===== src/rtl/prng_scheduler.sv =====
// Arbitrated PRNG: winners of req each get a 16-bit LFSR word after STEPS advances.
// Define PRNG_SCHED_RR_EN for round-robin arbitration (default: fixed lowest-index priority).
module prng_scheduler #(
  parameter int unsigned     WIDTH = 16,
  parameter int unsigned     NREQ  = 4,
  parameter int unsigned     STEPS = 4,
  parameter logic [WIDTH-1:0] SEED = 16'hACE1
) (
  input  logic             clock,
  input  logic             reset,
  input  logic             seed_load,
  input  logic [WIDTH-1:0] seed,
  input  logic [NREQ-1:0]  req,
  output logic [NREQ-1:0]  grant,
  output logic [WIDTH-1:0] rnd,
  output logic             rnd_valid,
  output logic             busy
);

  localparam int unsigned IdxW     = (NREQ > 1) ? $clog2(NREQ) : 1;
  localparam logic [3:0]  LastStep = 4'(STEPS - 1);

  typedef enum logic [1:0] {StIdle, StSeed, StGen, StDeliver} state_e;

  state_e           state_q, state_d;
  logic [WIDTH-1:0] lfsr_q, lfsr_d;
  logic [WIDTH-1:0] rnd_q, rnd_d;
  logic [3:0]       step_q, step_d;
  logic [IdxW-1:0]  win_q, win_d;
  logic [IdxW-1:0]  arb_idx;
  logic             arb_found;
  logic [WIDTH-1:0] lfsr_adv;
  logic [WIDTH-1:0] seed_eff;

  assign lfsr_adv = {lfsr_q[14:0], lfsr_q[15] ^ lfsr_q[13] ^ lfsr_q[12] ^ lfsr_q[10]};
  // An all-zero seed would lock the LFSR, so substitute the default.
  assign seed_eff = (seed == '0) ? SEED : seed;

`ifdef PRNG_SCHED_RR_EN
  logic [IdxW-1:0] ptr_q, ptr_d;

  always_comb begin
    int unsigned cand;
    cand      = 0;
    arb_found = 1'b0;
    arb_idx   = '0;
    for (int unsigned k = 0; k < NREQ; k++) begin
      cand = (32'(ptr_q) + 1 + k) % NREQ;
      if (!arb_found && req[IdxW'(cand)]) begin
        arb_found = 1'b1;
        arb_idx   = IdxW'(cand);
      end
    end
  end
`else
  always_comb begin
    arb_found = |req;
    arb_idx   = '0;
    for (int k = NREQ - 1; k >= 0; k--) begin
      if (req[k]) arb_idx = IdxW'(k);
    end
  end
`endif

  always_comb begin
    state_d = state_q;
    lfsr_d  = lfsr_q;
    rnd_d   = rnd_q;
    step_d  = step_q;
    win_d   = win_q;
`ifdef PRNG_SCHED_RR_EN
    ptr_d   = ptr_q;
`endif
    unique case (state_q)
      StIdle: begin
        if (seed_load) begin
          state_d = StSeed;
        end else if (arb_found) begin
          state_d = StGen;
          win_d   = arb_idx;
          step_d  = '0;
`ifdef PRNG_SCHED_RR_EN
          ptr_d   = arb_idx;
`endif
        end
      end
      StSeed: begin
        lfsr_d  = seed_eff;
        state_d = StIdle;
      end
      StGen: begin
        lfsr_d = lfsr_adv;
        if (step_q == LastStep) begin
          state_d = StDeliver;
          rnd_d   = lfsr_adv;
        end else begin
          step_d = step_q + 4'd1;
        end
      end
      StDeliver: state_d = StIdle;
      default:   state_d = StIdle;
    endcase
  end

  always_ff @(posedge clock) begin
    if (reset) begin
      state_q <= StIdle;
      lfsr_q  <= SEED;
      rnd_q   <= '0;
      step_q  <= '0;
      win_q   <= '0;
`ifdef PRNG_SCHED_RR_EN
      ptr_q   <= IdxW'(NREQ - 1);
`endif
    end else begin
      state_q <= state_d;
      lfsr_q  <= lfsr_d;
      rnd_q   <= rnd_d;
      step_q  <= step_d;
      win_q   <= win_d;
`ifdef PRNG_SCHED_RR_EN
      ptr_q   <= ptr_d;
`endif
    end
  end

  assign busy      = (state_q != StIdle);
  assign rnd_valid = (state_q == StDeliver);
  assign rnd       = rnd_q;

  always_comb begin
    grant = '0;
    if (rnd_valid) grant[win_q] = 1'b1;
  end

endmodule


===== config.mk =====
export PLATFORM = sky130hd
export DESIGN_NAME = prng_scheduler
export DESIGN_NICKNAME = d
export VERILOG_FILES = /design/src/rtl/prng_scheduler.sv
export SDC_FILE = /design/constraint.sdc
export NUM_CORES = 1
export LEC_CHECK = 0
export ABC_AREA = 1
export CAP_MARGIN = 20
export CORE_ASPECT_RATIO = 2
export CORE_MARGIN = 4
export CORE_UTILIZATION = 53
export DETAILED_ROUTE_END_ITERATION = 8
export PLACE_DENSITY = 0.84
export SYNTH_ARGS = -nofsm -noshare
export SYNTH_HDL_FRONTEND = slang
export SYNTH_SLANG_ARGS = --single-unit
export TNS_END_PERCENT = 50

===== constraint.sdc =====
create_clock -name clock -period 2.15 [get_ports clock]
set_clock_uncertainty 0.05 [all_clocks]
set_input_delay 0.645 -clock clock [delete_from_list [all_inputs] [get_ports clock]]
set_output_delay 0.645 -clock clock [all_outputs]
set_load 0.1 [all_outputs]

**Yosys cells after proc, flatten, opt, wreduce, memory -nomap -nowiden**

Cells that the tools add are included.

- Add/sub/neg operators: 1
- $lt $le $gt $ge: 2
- Equal/unequal tests: 9
- Multiplexer cells: 17
- Bitwise logic cells: 4
- Reductions and logical operators: 12

Operators by type and width:

| kind | count |
|---|---|
| one-hot mux 16 bit (2 select lines) | 1 |
| logical NOT 16 bit | 1 |
| two-way mux 16 bit | 1 |
| two-way mux 4 bit | 4 |
| two-way mux 2 bit | 7 |
| != test 2 bit, second input constant | 4 |
| one-hot mux 4 bit (2 select lines) | 1 |
| one-hot mux 2 bit (3 select lines) | 1 |
| nonzero test 2 bit | 3 |
| adder 4 x 1 -> 4 bit, second input constant | 1 |
| equality test 2 bit, second input constant | 2 |
| equality test 4 x 2 -> 1 bit, second input constant | 1 |
| AND reduction 2 bit | 2 |
| AND reduction 4 bit | 1 |
| OR reduction 4 bit | 1 |
| less-than comparator 2 x 3 -> 1 bit, second input constant | 1 |
| != test 3 bit, second input constant | 1 |
| AND reduction 3 bit | 1 |
| XOR 1 bit | 3 |
| demux 1 bit (select 2 bit) | 1 |
| equality test 2 x 1 -> 1 bit, second input constant | 1 |
| greater-or-equal comparator 2 x 1 -> 1 bit, second input constant | 1 |
| logical NOT 2 bit | 1 |
| OR reduction 2 bit | 1 |
| 3 further kinds | 3 |

- Flip-flop bits (word level): 40
- Word-level logic and storage cells: 50

**Depth between registers and ports, before layout**

Gate-level depths: netlist of the first run.

- Depth in word-level cells: 5
- Gate-level depth with buffers: 10
- Depth with buffers taken out: 10

**Least setup slack after synthesis of the first run**

OpenSTA, ideal clock, no wires.

- Path kind: reg2out
- From: reg state_q[1]
- To: out grant[0]
- Arrival: 3.429 ns
- Path slack: -1.974 ns
- Cell stages (with the launch flop): 4
- Cells stage by stage: dfxtp_1 -> ha_1 -> inv_1 -> nor3_1

- Cells in the longest elaborated chain, start to end: 2

RTL lines:

| item | RTL line | text |
|---|---|---|
| start, declared | 25 | `state_e state_q, state_d;` |
| start signal, assigned | 107 | `state_q <= StIdle;` |
| start signal, assigned | 116 | `state_q <= state_d;` |
| equality test 2 bit | 128 | `assign rnd_valid = (state_q == StDeliver);` |
| net rnd_valid | 16 | `output logic rnd_valid,` |
| two-way mux 4 bit | 133 | `if (rnd_valid) grant[win_q] = 1'b1;` |
| end, declared | 14 | `output logic [NREQ-1:0] grant,` |

The timed path passes the listed nets, and every way through them passes these cells.

**Worst setup path in the final report of the first run**

- From: reg state_q[1]
- To: out grant[0]

- Cells in the longest elaborated chain, start to end: 2

RTL lines:

| item | RTL line |
|---|---|
| equality test 2 bit | 128 |
| two-way mux 4 bit | 133 |

Every way passes these cells.

==> impl_summary.md, run 1 <==
Status
The run finished with clean final reports.

Setup path
The worst register-to-register path ends at step_q[0]. For the worst setup path, the data required time is 1.45 ns. Across all register-to-register paths, the minimum setup slack is 0.37 ns.

The data arrival at the endpoint of the critical path is 1.45 ns. The startpoint class of the critical path is a flip-flop. The beginning of the worst register-to-register path is state_q[0]. By startpoint and endpoint, the worst setup path is classified as flip-flop to output port. Counting cells, the worst reg-to-reg path comes to 8. The type of destination of the critical path is an output port. In this run the worst path has a maximum fanout of 4.

Yosys
The count of flip-flops with a built-in enable after synthesis is 0. After synthesis, the share of flip-flops with an asynchronous set or reset is 0%. Synthesis produced a netlist with a net count of 311.

The synthesized instance count is 284. The count of unique library cells instantiated by Yosys is 21. The average cell area after synthesis is 6.82 sq um. After synthesis, the largest area contributor takes up 41.3% of total cell area. The largest total area in the synthesized netlist belongs to dfxtp_1. The sequential fraction of the synthesis area is 41.3%. The Yosys warning count is 0. After synthesis the netlist holds a flip-flop and latch count of 40.

For this run, the leading register cell type out of synthesis is dfxtp_1. In the post-synthesis netlist, the biggest area contributors are dfxtp_1 (41%), nand2_1 (14%), a21oi_1 (12%). In this run the cell area of the synthesized design comes to 1940 sq um.

Clocking
The clock root buffer is clkbuf_8. The later-pin clock latency in the skew report is 0.30 ns. The number of setup buffers added after CTS is 0.

Clock-pin slew was measured on the worst setup and hold paths at 0.08 ns. For this design, the sink count on the clock tree is 40. TritonCTS created 5 clock buffers. The longest clock path from root to sink contains 2 buffers.

TritonCTS built the clock tree. The number of hold buffers added after CTS is 0. The H-tree depth is 2.

Global routing
The initial antenna violation count is 0. The number of global-route vias before repair is 2022. Global routing consumed, over all layers together, 22.7% of the routing resources. The first global-routing pass estimated 8300 um of wire. The largest net degree at the start of global routing is 27. Global routing finished with a remaining overflow of 0.

Placed design
After legalization and detailed placement, the total HPWL measured 3750 um. OpenSTA, run right after detailed placement, puts the worst setup slack at 0.137 ns. Counting tap cells, the placed design contains a total of 366 instances. The final weighted congestion in routability-driven placement is 0.833. The number of buffers inserted by port buffering is 44.

Pwr
In this run switching power makes up 41.8% of total power. In this run the power spent charging and discharging nets is 1.27 mW. The combinational share of power is 44.8%.

The internal power contribution is 1.77 mW. The ratio of total power to cell area is 1090 nW/um^2. The share of total power dissipated in sequential elements is 33.7%. Per report_power, the clock group accounts for 21.5% of the total. The leakage power of the design is 1.15 nW. The highest ir drop seen on vdd is 0.822 mV.

Final layout
The repair_antennas step left the layout with diodes totalling 0. The share of the core filled with cells is 80.7%. The post-route non-filler standard cell count is 374. The number of nets in the final layout is 352. The post-route netlist has 14.7% of its cells at a drive strength greater than 1. The layout-stage area growth over the synthesis result is 43.7%.

Worst hold path
The number of cells on the worst hold path is 2. The type of the tightest min-delay check is flip-flop to flip-flop. The endpoint with the worst hold slack is rnd[7]. The beginning of the worst hold path is lfsr_q[6].

Die
The horizontal die dimension is 50.8 um. The overall die area is 4750 sq um. During I/O placement, the number of pins put on the boundary was 45. The initial core utilization is 56.1%. The placeable core region is 3450 sq um. The die height is 93.5 um. The row count is 30.

STA
The clock period minus final worst setup slack is 2.14 ns. Setup repair after global routing could not meet its margin everywhere. The worst slew margin relative to its limit is 61.3%. The final number of hold-violating endpoints came to 0. At the pin with the least slew margin, the transition time is 0.579 ns. The maximum frequency from static timing analysis is 467 MHz.

The worst hold-check slack is 0.433 ns. The final critical-path setup slack is 0.00954 ns. Setup violations remaining at the end of the flow were counted as 0.

The share of the clock period used by the worst path after layout is 99.6%. The max-slew violation count is 0.

Detailed routing
The wire length on met3 is 249 um. The number of vias after detailed routing is 1971. The total wire length is 4970 um. The number of detailed-routing iterations run before antenna repair is 4. After detailed routing, the wire length on met1 is 1820 um. The number of vias per cell after detailed routing is 5.27. In this run the top signal layer used is met4. The detail route stage leaves a number of antenna-violating nets equal to 0. Detailed routing placed a total of 2780 um of wire on met2. The routed wire length per instance is 13.3 um. After detailed routing, the number of remaining DRC violations is 0.

The count of routing violations after the opening detailed-route iteration is 39.

Flow run
The count of max-cap constraint violations is 0.
## flip-flops by register name, indices dropped and copies added, names as in the netlist
signal and count:
lfsr_q 16, rnd 16, state_q 2, step_q 4
win_q 2
## worst max-delay path by stage
stage                from        end  slack (ns)  cells past startpoint
2_1_floorplan  state_q[1]   grant[0]       -0.33                      3
3_3_place_gp       req[2]  step_q[0]        0.22                      8
3_5_place_dp       req[2]  step_q[0]        0.14                      8
4_1_cts        state_q[0]   grant[0]       -0.04                      4
5_1_grt        state_q[1]   grant[0]       -0.02                      4
6_report       state_q[1]   grant[0]        0.01                      4
## stage by stage
step	total power [mW]	setup TNS (ns)	instance area (sq um)
floorplan	2.00	-1.20	2000
global placement	2.33	0	2660
detailed placement	2.38	0	2660
CTS	3.04	-0.0360	2780
global route	3.25	-0.0210	2790
finish	3.05	0	2790
## critical path, cell delays in order (launching register included)
cell     delay [ns]
dfxtp_2        0.38
ha_4           0.16
inv_1          0.15
nor3_4         0.24
buf_12         0.20
## Yosys cell counts (3+ instances only)
master / number
dfxtp_1: 40
o21ai_0: 17
nor3_1: 5
inv_1: 22
nand2_2: 3
nor2_1: 38
xnor2_1: 3
nand3_1: 13
a21oi_1: 45
buf_2: 8
ha_1: 4
nand2_1: 73
## kinds of logic (layout without fill, tap and decap cells)
family	Yosys count	count (layout)	synth area share, %
AO/OA/AOI/OAI	62	62	16.0
adder cells (fa/ha/maj)	4	4	2.58
AND/OR/NAND/NOR	135	135	28.1
XOR/XNOR	5	5	2.26
buffers and inverters	38	80	9.75
flip-flops	40	40	41.3
## placed cells by master (no fill, tap or decap)
master,count
buf_12,23
nor3_1,1
xor2_1,2
ha_4,1
xnor2_1,3
clkinv_4,1
clkbuf_8,6
ha_1,3
nand2_1,73
o21ai_0,17
nor2_2,1
a21oi_1,45
nand4_1,1
inv_1,22
bufinv_16,1
nor2_1,38
nor3_4,4
nand3_1,13
dfxtp_1,37
inv_2,2
buf_4,3
clkdlybuf4s50_1,22
or2_0,1
dfxtp_2,3
nand2_2,3
## power groups by stage
stage                     sequential, mW  combinational (mW)  clock, mW
after CTS                           1.02                1.36      0.659
after floorplan                     1.00                1.00          0
after global placement              1.03                1.30          0
after global routing                1.05                1.51      0.689
after detailed placement            1.04                1.34          0
final                               1.03                1.37      0.654
## per-layer routing
layer	global-route usage (%)	vias up
li1	-	992
met1	21.3	895
met2	44.0	73
met3	4.31	11
met4	11.9	0
met5	0	-
## area by class of cell
class                   count  area (sq um)
clock inverters             2          38.8
clock buffers               6          82.6
repair buffers             48           703
multi-input cells         206          1010
fillers                   229           668
well taps                  48          60.1
inverters                  24          90.1
flip-flops and latches     40           805
## repair_timing
item	CTS	global route
endpoints found under the setup margin	4	4
gates cloned	0	0
gates resized for setup	1	2
Power figures use the tool's default switching activity.
==> run 2: changes to the inputs <==
--- a/config.mk
+++ b/config.mk
@@ -7,7 +7,6 @@
 export LEC_CHECK = 0
 export ABC_AREA = 1
 export CAP_MARGIN = 20
-export CORE_ASPECT_RATIO = 2
 export CORE_MARGIN = 4
 export CORE_UTILIZATION = 53
 export DETAILED_ROUTE_END_ITERATION = 8
==> impl_summary.md, run 2 (synthesis results as in run 1) <==
Setup path
STA classifies the critical path endpoint as an output port. The worst register-to-register path begins at state_q[1]. The startpoint class of the critical path is a flip-flop. The signal on the critical path passes through ha_4, clkinvlp_4, nor3_4, buf_12. The worst setup path is of the flip-flop to output port kind. At the worst endpoint, the required time is 1.45 ns.

The end of the worst register-to-register path is lfsr_q[5]. The count of cells along the worst register-to-register path is 7. Setup slack on the worst reg-to-reg path comes out at 0.39 ns. The highest cell delay on the worst timing path is 0.38 ns. The slowest stage of the critical path belongs to the cell dfxtp_4. The critical-path maximum fanout is 4. The depth of the critical timing path with buffers and inverters included is 4.

STA puts the critical path data arrival time at 1.45 ns. The number of buffer and inverter stages on the critical path is 2. The top cell family by delay on the critical path is flip-flops.

Die
The I/O pin count is 45. The placeable core region is 3440 sq um. The horizontal die dimension is 68.5 um. The floorplan has 21 rows. The die height is 68.5 um.

The initial core utilization is 56.3%. The die covers 4690 sq um.

Pwr
For this design the total switching power over the nets is 1.30 mW. The ratio of total power to cell area is 1080 nW/um^2. The switching part of the total is 43.1%. The analysis attributes to cell leakage a power of 1.14 nW. Registers are responsible for 34.4% of the overall power. Cell internal power was estimated by the tool at 1.71 mW. The share of total power dissipated in the clock network is 20.6%. IR analysis of the VDD net gives a maximum drop of 0.704 mV. The combinational share of power is 45.0%.

STA
Based on the critical path, the design can be clocked at up to 466 MHz. The share of the clock period used by the worst path after layout is 99.8%. The worst hold-check slack is 0.439 ns. The final number of hold-violating endpoints is 0.

Subtracting the final worst setup slack from the clock period gives 2.15 ns. The max-slew violation count is 0. The final critical-path setup slack is 0.00469 ns. The worst pin sits at a relative slew slack of 54.9%. Setup violations remaining at the end of the flow were counted as 0.

Setup repair after global routing could not meet its margin everywhere. For the pin with the worst max-slew slack, the measured transition is 0.675 ns.

Detailed routing
The count of unresolved DRC violations after routing is 0. The detailed router finished its first iteration with 172 violations. The routed layout has 2021 vias. The routed wire length per instance is 13.8 um. The final antenna-violating net count is 0. In the routed layout, each cell is associated on average with a via count of 5.40. Before antenna repair, the detailed router went through 4 iterations.

The total wire length is 5160 um.

Flow run
The count of max-cap constraint violations is 0.

Final layout
From synthesis to final layout, the design area changed by 43.4%. In the final layout, the multi-input gates occupy 1010 sq um. The register area is 806 sq um. In the layout the commonest cells are nand2_1 (73), a21oi_1 (45), nor2_1 (38), dfxtp_1 (38). The most common library cell in the layout ignoring fill and taps is nand2_1. The share of final-layout standard cells stronger than drive strength 1 is 15.2%. The final antenna diode count is 0. The fill cell instance count of the final layout is 214.

For this run, the post-layout net count is 354.

Placed design
The count of buffers added on input and output ports is 44. Detailed placement finished with a half-perimeter wire length of 3530 um. The final weighted congestion in routability-driven placement is 0.875. Prior to clock tree synthesis, the placed netlist has a worst setup slack of 0.157 ns.

Clocking
The tree is rooted in a clkbuf_8. After clock tree synthesis, the clock-pin slew on the worst setup and hold paths is 0.08 ns. TritonCTS built the clock tree. The H-tree generated during clock tree synthesis spans 2 levels. The count of clock tree sinks is 40.

The later pin in the worst-skew pair is clocked with a latency of 0.30 ns. In this run the deepest clock path goes through 2 buffers. The number of buffers created by CTS is 5.

Global routing
The initial antenna violation count is 0. The number of global-route vias before repair came to 1833. Global routing finished with a remaining overflow of 0. The total routing resource utilization after global routing is 23.9%.

The global-route wire length before repair is 8320 um. The largest net degree at the start of global routing is 27.

Worst hold path
The worst hold path terminates at rnd[4]. In this run the most critical hold path is launched from lfsr_q[3]. Counting instances, the worst hold path has a depth of 2.

The path class of the tightest hold or removal check is flip-flop to flip-flop.

Status
The run finished with clean final reports.
## run 2: timing repair
| item | in CTS | in global routing |
|---|---|---|
| setup endpoints to repair | 4 | 4 |
| gates cloned | 0 | 0 |
| endpoints found under the hold margin | 0 | 0 |
| resized for setup | 1 | 3 |
| buffers inserted | 0 | 2 |
| hold buffers | 0 | 0 |
## run 2: how the worst max path moves through the flow
stage | slack [ns] | startpoint | end
final | 0.005 | state_q[1] | grant[0]
after detailed placement | 0.16 | seed_load | step_q[0]
after global placement | 0.23 | req[2] | step_q[0]
after floorplan | -0.33 | state_q[1] | grant[0]
after CTS | -0.02 | state_q[0] | grant[0]
after global routing | -0.06 | state_q[0] | grant[0]
## run 2: routing by layer
layer  GRT usage (%)  up-vias  wire, um
li1                -      988         -
met1            28.2      918      2070
met3            6.40       27       314
met5               0        -         0
met2            41.5       88      2590
met4            8.19        0       183
## run 2: through the flow
stage | instance area, sq um | instances | setup TNS [ns] | power, mW | utilization (%)
final | 2780 | 374 | 0 | 3.00 | 80.8
after global placement | 2650 | 364 | 0 | 2.27 | 76.8
after floorplan | 2000 | 284 | -1.20 | 2.00 | -
after global routing | 2780 | 374 | -0.0998 | 3.20 | 80.8
after detailed placement | 2650 | 364 | 0 | 2.32 | 76.8
after CTS | 2760 | 372 | -0.0187 | 2.94 | 80.1
## run 2: area by class of cell
| class | count | share of cell area, % |
|---|---|---|
| multi-input combinational | 206 | 36.2 |
| sequential | 40 | 29.0 |
| timing repair buffer | 50 | 25.4 |
| inverter | 24 | 3.38 |
| clock buffer | 5 | 2.48 |
| tap | 46 | 2.07 |
| clock inverter | 3 | 1.53 |
## run 2: power by group through the flow
stage | clock network, mW | registers [mW] | logic (mW)
final | 0.619 | 1.03 | 1.35
after global routing | 0.644 | 1.05 | 1.50
after CTS | 0.615 | 1.02 | 1.31
after detailed placement | 0 | 1.03 | 1.29
after global placement | 0 | 1.03 | 1.24
after floorplan | 0 | 1.00 | 1.00
## run 2: tightest hold or removal path: stages (launching register included)
cell and delay, ns:
dfxtp_1 0.33, nand2_1 0.06, a21oi_1 0.05
